$ cat src/rtl/int_pending_ctrl.sv
// int_pending_ctrl: captures device completion edges into pending bits and grants
// one source at a time to vectored_int. Define INT_MASK_EN for the mask register.
module int_pending_ctrl #(
    parameter int NUM_SRC     = 4,
    parameter int SYNC_STAGES = 2
) (
    input  logic               clk,
    input  logic               rst_n,
    input  logic [NUM_SRC-1:0] dev_done,
    input  logic               int_ack,
    input  logic               eoi,
    input  logic               mask_we,
    input  logic [NUM_SRC-1:0] mask_wd,
    output logic               int_req,
    output logic [NUM_SRC-1:0] done_out,
    output logic [NUM_SRC-1:0] pending,
    output logic [NUM_SRC-1:0] overrun
);
    localparam int GW = (NUM_SRC > 1) ? $clog2(NUM_SRC) : 1;

    typedef enum logic [1:0] {
        IDLE    = 2'd0,
        REQ     = 2'd1,
        SERVICE = 2'd2
    } state_e;

    state_e state_q, state_d;

    logic [SYNC_STAGES-1:0][NUM_SRC-1:0] sync_q;
    logic [NUM_SRC-1:0] prev_q;
    logic [NUM_SRC-1:0] rise;
    logic [NUM_SRC-1:0] pend_q, pend_d;
    logic [NUM_SRC-1:0] ovr_q, ovr_d;
    logic [NUM_SRC-1:0] mask;
    logic [NUM_SRC-1:0] elig;
    logic [NUM_SRC-1:0] grant_oh;
    logic [NUM_SRC-1:0] clr;
    logic [GW-1:0]      grant_q, grant_d, pick;

    // prev_q resets low, so a level already high at release reads as an edge
    always_ff @(posedge clk or negedge rst_n) begin
        if (!rst_n) begin
            sync_q <= '0;
            prev_q <= '0;
        end else begin
            sync_q[0] <= dev_done;
            for (int s = 1; s < SYNC_STAGES; s++) begin
                sync_q[s] <= sync_q[s-1];
            end
            prev_q <= sync_q[SYNC_STAGES-1];
        end
    end

    assign rise = sync_q[SYNC_STAGES-1] & ~prev_q;

`ifdef INT_MASK_EN
    logic [NUM_SRC-1:0] mask_q;

    always_ff @(posedge clk or negedge rst_n) begin
        if (!rst_n) begin
            mask_q <= '0;
        end else if (mask_we) begin
            mask_q <= mask_wd;
        end
    end

    assign mask = mask_q;
`else
    logic unused_mask;

    assign unused_mask = ^{mask_we, mask_wd};
    assign mask        = '0;
`endif

    assign elig     = pend_q & ~mask;
    assign grant_oh = {{(NUM_SRC-1){1'b0}}, 1'b1} << grant_q;

    // ascending scan: the last eligible index seen is the highest
    always_comb begin
        pick = '0;
        for (int i = 0; i < NUM_SRC; i++) begin
            if (elig[i]) begin
                pick = GW'(i);
            end
        end
    end

    always_ff @(posedge clk or negedge rst_n) begin
        if (!rst_n) begin
            state_q <= IDLE;
        end else begin
            state_q <= state_d;
        end
    end

    always_comb begin
        state_d = state_q;
        unique case (state_q)
            IDLE: begin
                if (|elig) begin
                    state_d = REQ;
                end
            end
            REQ: begin
                if (|(mask & grant_oh)) begin
                    state_d = IDLE;
                end else if (int_ack) begin
                    state_d = SERVICE;
                end
            end
            SERVICE: begin
                if (eoi) begin
                    state_d = IDLE;
                end
            end
            default: state_d = IDLE;
        endcase
    end

    always_comb begin
        int_req  = 1'b0;
        done_out = '0;
        unique case (state_q)
            REQ: begin
                int_req  = 1'b1;
                done_out = grant_oh;
            end
            SERVICE: done_out = grant_oh;
            default: ;
        endcase
    end

    assign grant_d = (state_q == IDLE && |elig) ? pick : grant_q;
    assign clr     = (state_q == SERVICE && eoi) ? grant_oh : '0;

    // a fresh edge on the cleared source re-sets pending but not overrun
    assign pend_d = (pend_q & ~clr) | rise;
    assign ovr_d  = (ovr_q | (rise & pend_q)) & ~clr;

    always_ff @(posedge clk or negedge rst_n) begin
        if (!rst_n) begin
            grant_q <= '0;
            pend_q  <= '0;
            ovr_q   <= '0;
        end else begin
            grant_q <= grant_d;
            pend_q  <= pend_d;
            ovr_q   <= ovr_d;
        end
    end

    assign pending = pend_q;
    assign overrun = ovr_q;

endmodule

$ cat config.mk
export PLATFORM = sky130hd
export DESIGN_NAME = int_pending_ctrl
export DESIGN_NICKNAME = d
export VERILOG_FILES = /design/src/rtl/int_pending_ctrl.sv
export SDC_FILE = /design/constraint.sdc
export NUM_CORES = 1
export LEC_CHECK = 0
export ABC_AREA = 1
export CORE_ASPECT_RATIO = 1.1
export CORE_MARGIN = 8
export CORE_UTILIZATION = 41
export CTS_CLUSTER_DIAMETER = 60
export CTS_CLUSTER_SIZE = 24
export DETAILED_ROUTE_END_ITERATION = 6
export GPL_ROUTABILITY_DRIVEN = 0
export PLACE_DENSITY = 0.75
export SLEW_MARGIN = 20
export SYNTH_ARGS = -nofsm -noshare
export SYNTH_HDL_FRONTEND = slang
export SYNTH_SLANG_ARGS = --single-unit
$ cat constraint.sdc
create_clock -name clk -period 1.1 [get_ports clk]
set_input_delay 0.11 -clock clk [delete_from_list [all_inputs] [get_ports clk]]
set_output_delay 0.11 -clock clk [all_outputs]
set_load 0.01 [all_outputs]
==> impl_metrics.yaml <==
drt:
  routed_wl_microns: 2081
  wire_per_inst_microns: 12.24
  drt_first_pass_iters: 4
  postRouteAntennaNets: 0
  initialDrtViolationCount: 23
  vias: 767
  drc_errors: 0
  routed_via_density: 4.512
finish:
  fillers: 187
  drive_above_1_share_pct: 43.57
  syn_to_final_growth_pct: 58.22
  diodes: 0
  stdcell_area_sq_um: 1493
  num-nets-final: 157
  final_cell_count_no_fill: 170
power:
  p_switching_mw: 1.294
  seqPwrFrac_pct: 34.8
  clkPwrFrac_pct: 12.9
  totalPowerFinal_mw: 3.439
  comb_power_share_pct: 52.3
  p_int_mw: 2.145
  ir_drop_uv: 1493
  swShare_pct: 37.63
  leakagePower_nw: 0.7294
  power_density_nw_per_um2: 2304
timing:
  worst_pin_slew_ns: 0.1983
  finClkSkew_ns: 0.003236
  hold_viol_final: 0
  setup-violations-final: 15
  setup_slack_ns: -0.3488
  fmax_mhz: 690.2
  min_period_ns: 1.449
  slew_headroom_pct: 86.78
  fin_hold_ws_ns: 0.1350
  maxSlewViolCount: 0
  setup_tns_ns: -2.809
  rsz0062_at_grt: "yes"
  finalCritPeriodShare_pct: 131.7
yosys:
  yosysSeqAreaShare_pct: 63.66
  synth_ff_type: "dfrtp_1"
  ys_async_sr_fraction_pct: 100.0
  syn_area_sq_um: 943.4
  synth_area_leaders: "dfrtp_1 (64%), nand2_1 (8.4%), inv_1 (7.6%), ha_1 (4.0%), nand3_1 (3.7%)"
  synth_common_cells: "dfrtp_1 (24), nand2_1 (21), inv_1 (19)"
  synth_warnings: 0
  syn_inst: 96
  ys_types: 14
  synth.top_cell.area_share_pct: 63.66
  syn_nets: 112
  synth.most_common_cell: "dfrtp_1"
  synth_edf_count: 0
  yosys.area.top_type: "dfrtp_1"
  synth.avg_cell_area_sq_um: 9.827
  synth-seq-cells: 24
floorplan:
  die-area_sq_um: 4094
  chipHeight_microns: 66.31
  fp.dieW_microns: 61.74
  rows: 18
  top_level_ports: 26
  core-area_sq_um: 2207
  start_util_pct: 42.74
setup_path:
  critPathMaxFanout: 4
  start_kind: "flip-flop"
  endpoint_kind: "output pin"
  worstPathRequired_ns: 0.99
  reg2reg_slack_ns: -0.27
  r2r-end: "state_q[1]$_DFFE_PN0P_"
  crit_type: "reg2out"
  critPathLaunch: "state_q[1]$_DFFE_PN0P_"
  cp_data_arrival_time_ns: 1.34
  r2r_cells: 10
  regToRegStartpoint: "state_q[0]$_DFFE_PN0P_"
global_routing:
  antenna_found_initial: 0
  grt_pass1_wl_microns: 3201
  groute.usage.overall_pct: 10.49
  grt_max_degree: 25
  grt_pass1_vias: 740
  overflow: 0
placement:
  place_inst: 160
  io_buffers: 20
  hpwl_microns: 1409
  placed_area_sq_um: 1299
clock_tree:
  cts_tree: "done"
  clk_pin_slew_ns: 0.12
  cts_root_buf: "clkbuf_4"
  clock_sinks: 24
  ctsHoldBuffers: 0
  insertion_delay_ns: 0.30
  cts_buffer_depth: 2
  ctsHtreeMaxLevel: 1
  cts-buffers-inserted: 3
status:
  violations: "setup timing"
  status: "finished with violations"
flow_run:
  max_cap_violations: 0
worst_hold_path:
  min_path_type: "in2async"
metrics by stage:
step | setup WS (ns) | util (%)
finish | -0.3488 | 67.63
floorplan | 0.008695 | -
detailed placement | -0.4957 | 58.84
global route | -0.4373 | 67.63
global placement | -0.3910 | 58.84
CTS | -0.3781 | 64.68
layout by cell type, fill, tap and decap left out, types with 4 or more instances in the layout:
| cell type | n |
|---|---|
| dfrtp_1 | 24 |
| buf_4 | 16 |
| nand2_1 | 15 |
| inv_1 | 14 |
| nand2_2 | 7 |
| clkdlybuf4s50_1 | 7 |
| inv_2 | 5 |
| clkdlybuf4s15_1 | 5 |
| nand3_1 | 4 |
| buf_2 | 4 |
| buf_6 | 4 |
routing by layer:
metal | routed length [microns] | global-route usage [%]
met1 | 904 | 11.79
met2 | 1106 | 17.23
met3 | 56 | 3.502
met4 | 13 | 4.843
met5 | 0 | 0
kinds of logic after synthesis:
family / after synthesis / synth area share, %
AND/OR/NAND/NOR: 40 / 19.76
flip-flops: 24 / 63.66
buffers and inverters: 21 / 8.356
AO/OA/AOI/OAI: 8 / 4.244
adder cells (fa/ha/maj): 3 / 3.979
state kept, by name, summed over array words and instances (netlist names):
name / cells
grant_q: 2
overrun: 4
pending: 4
prev_q: 4
state_q: 2
sync_q: 8
repair_timing:
action                                  in CTS  in global routing
resized for setup                           63                 17
endpoints found under the setup margin      23                 22
gates cloned                                 0                  0
endpoints found under the hold margin        0                  0
pin swaps                                    4                  2
buffers inserted                             4                  3
final cells by class:
class                   instances  area (sq um)  share of cell area [%]
clock buffers                   4         36.28                   2.431
multi-input cells              51         391.6                   26.24
flip-flops and latches         24         600.6                   40.23
well taps                      30         37.54                   2.515
inverters                      21         86.33                   5.784
repair buffers                 40         340.3                   22.80
how the worst max path moves through the flow:
stage,slack [ns],end
5_1_grt,-0.44,done_out[1]
4_1_cts,-0.38,done_out[2]
3_3_place_gp,-0.39,done_out[3]
2_1_floorplan,0.009,done_out[0]
6_report,-0.35,done_out[0]
3_5_place_dp,-0.50,done_out[0]
power groups by stage:
stage	clock network (mW)	logic [mW]	registers [mW]
floorplan	0	0.540	1.26
global placement	0	1.34	1.20
detailed placement	0	1.39	1.21
CTS	0.459	1.59	1.19
global route	0.504	1.96	1.22
finish	0.444	1.80	1.20
worst max-delay path: stages (launching register included):
cell and delay, ns:
dfrtp_1 0.39, inv_2 0.06, ha_4 0.27, inv_4 0.04, nor3_2 0.11, buf_2 0.16
Power figures use the tool's default switching activity.
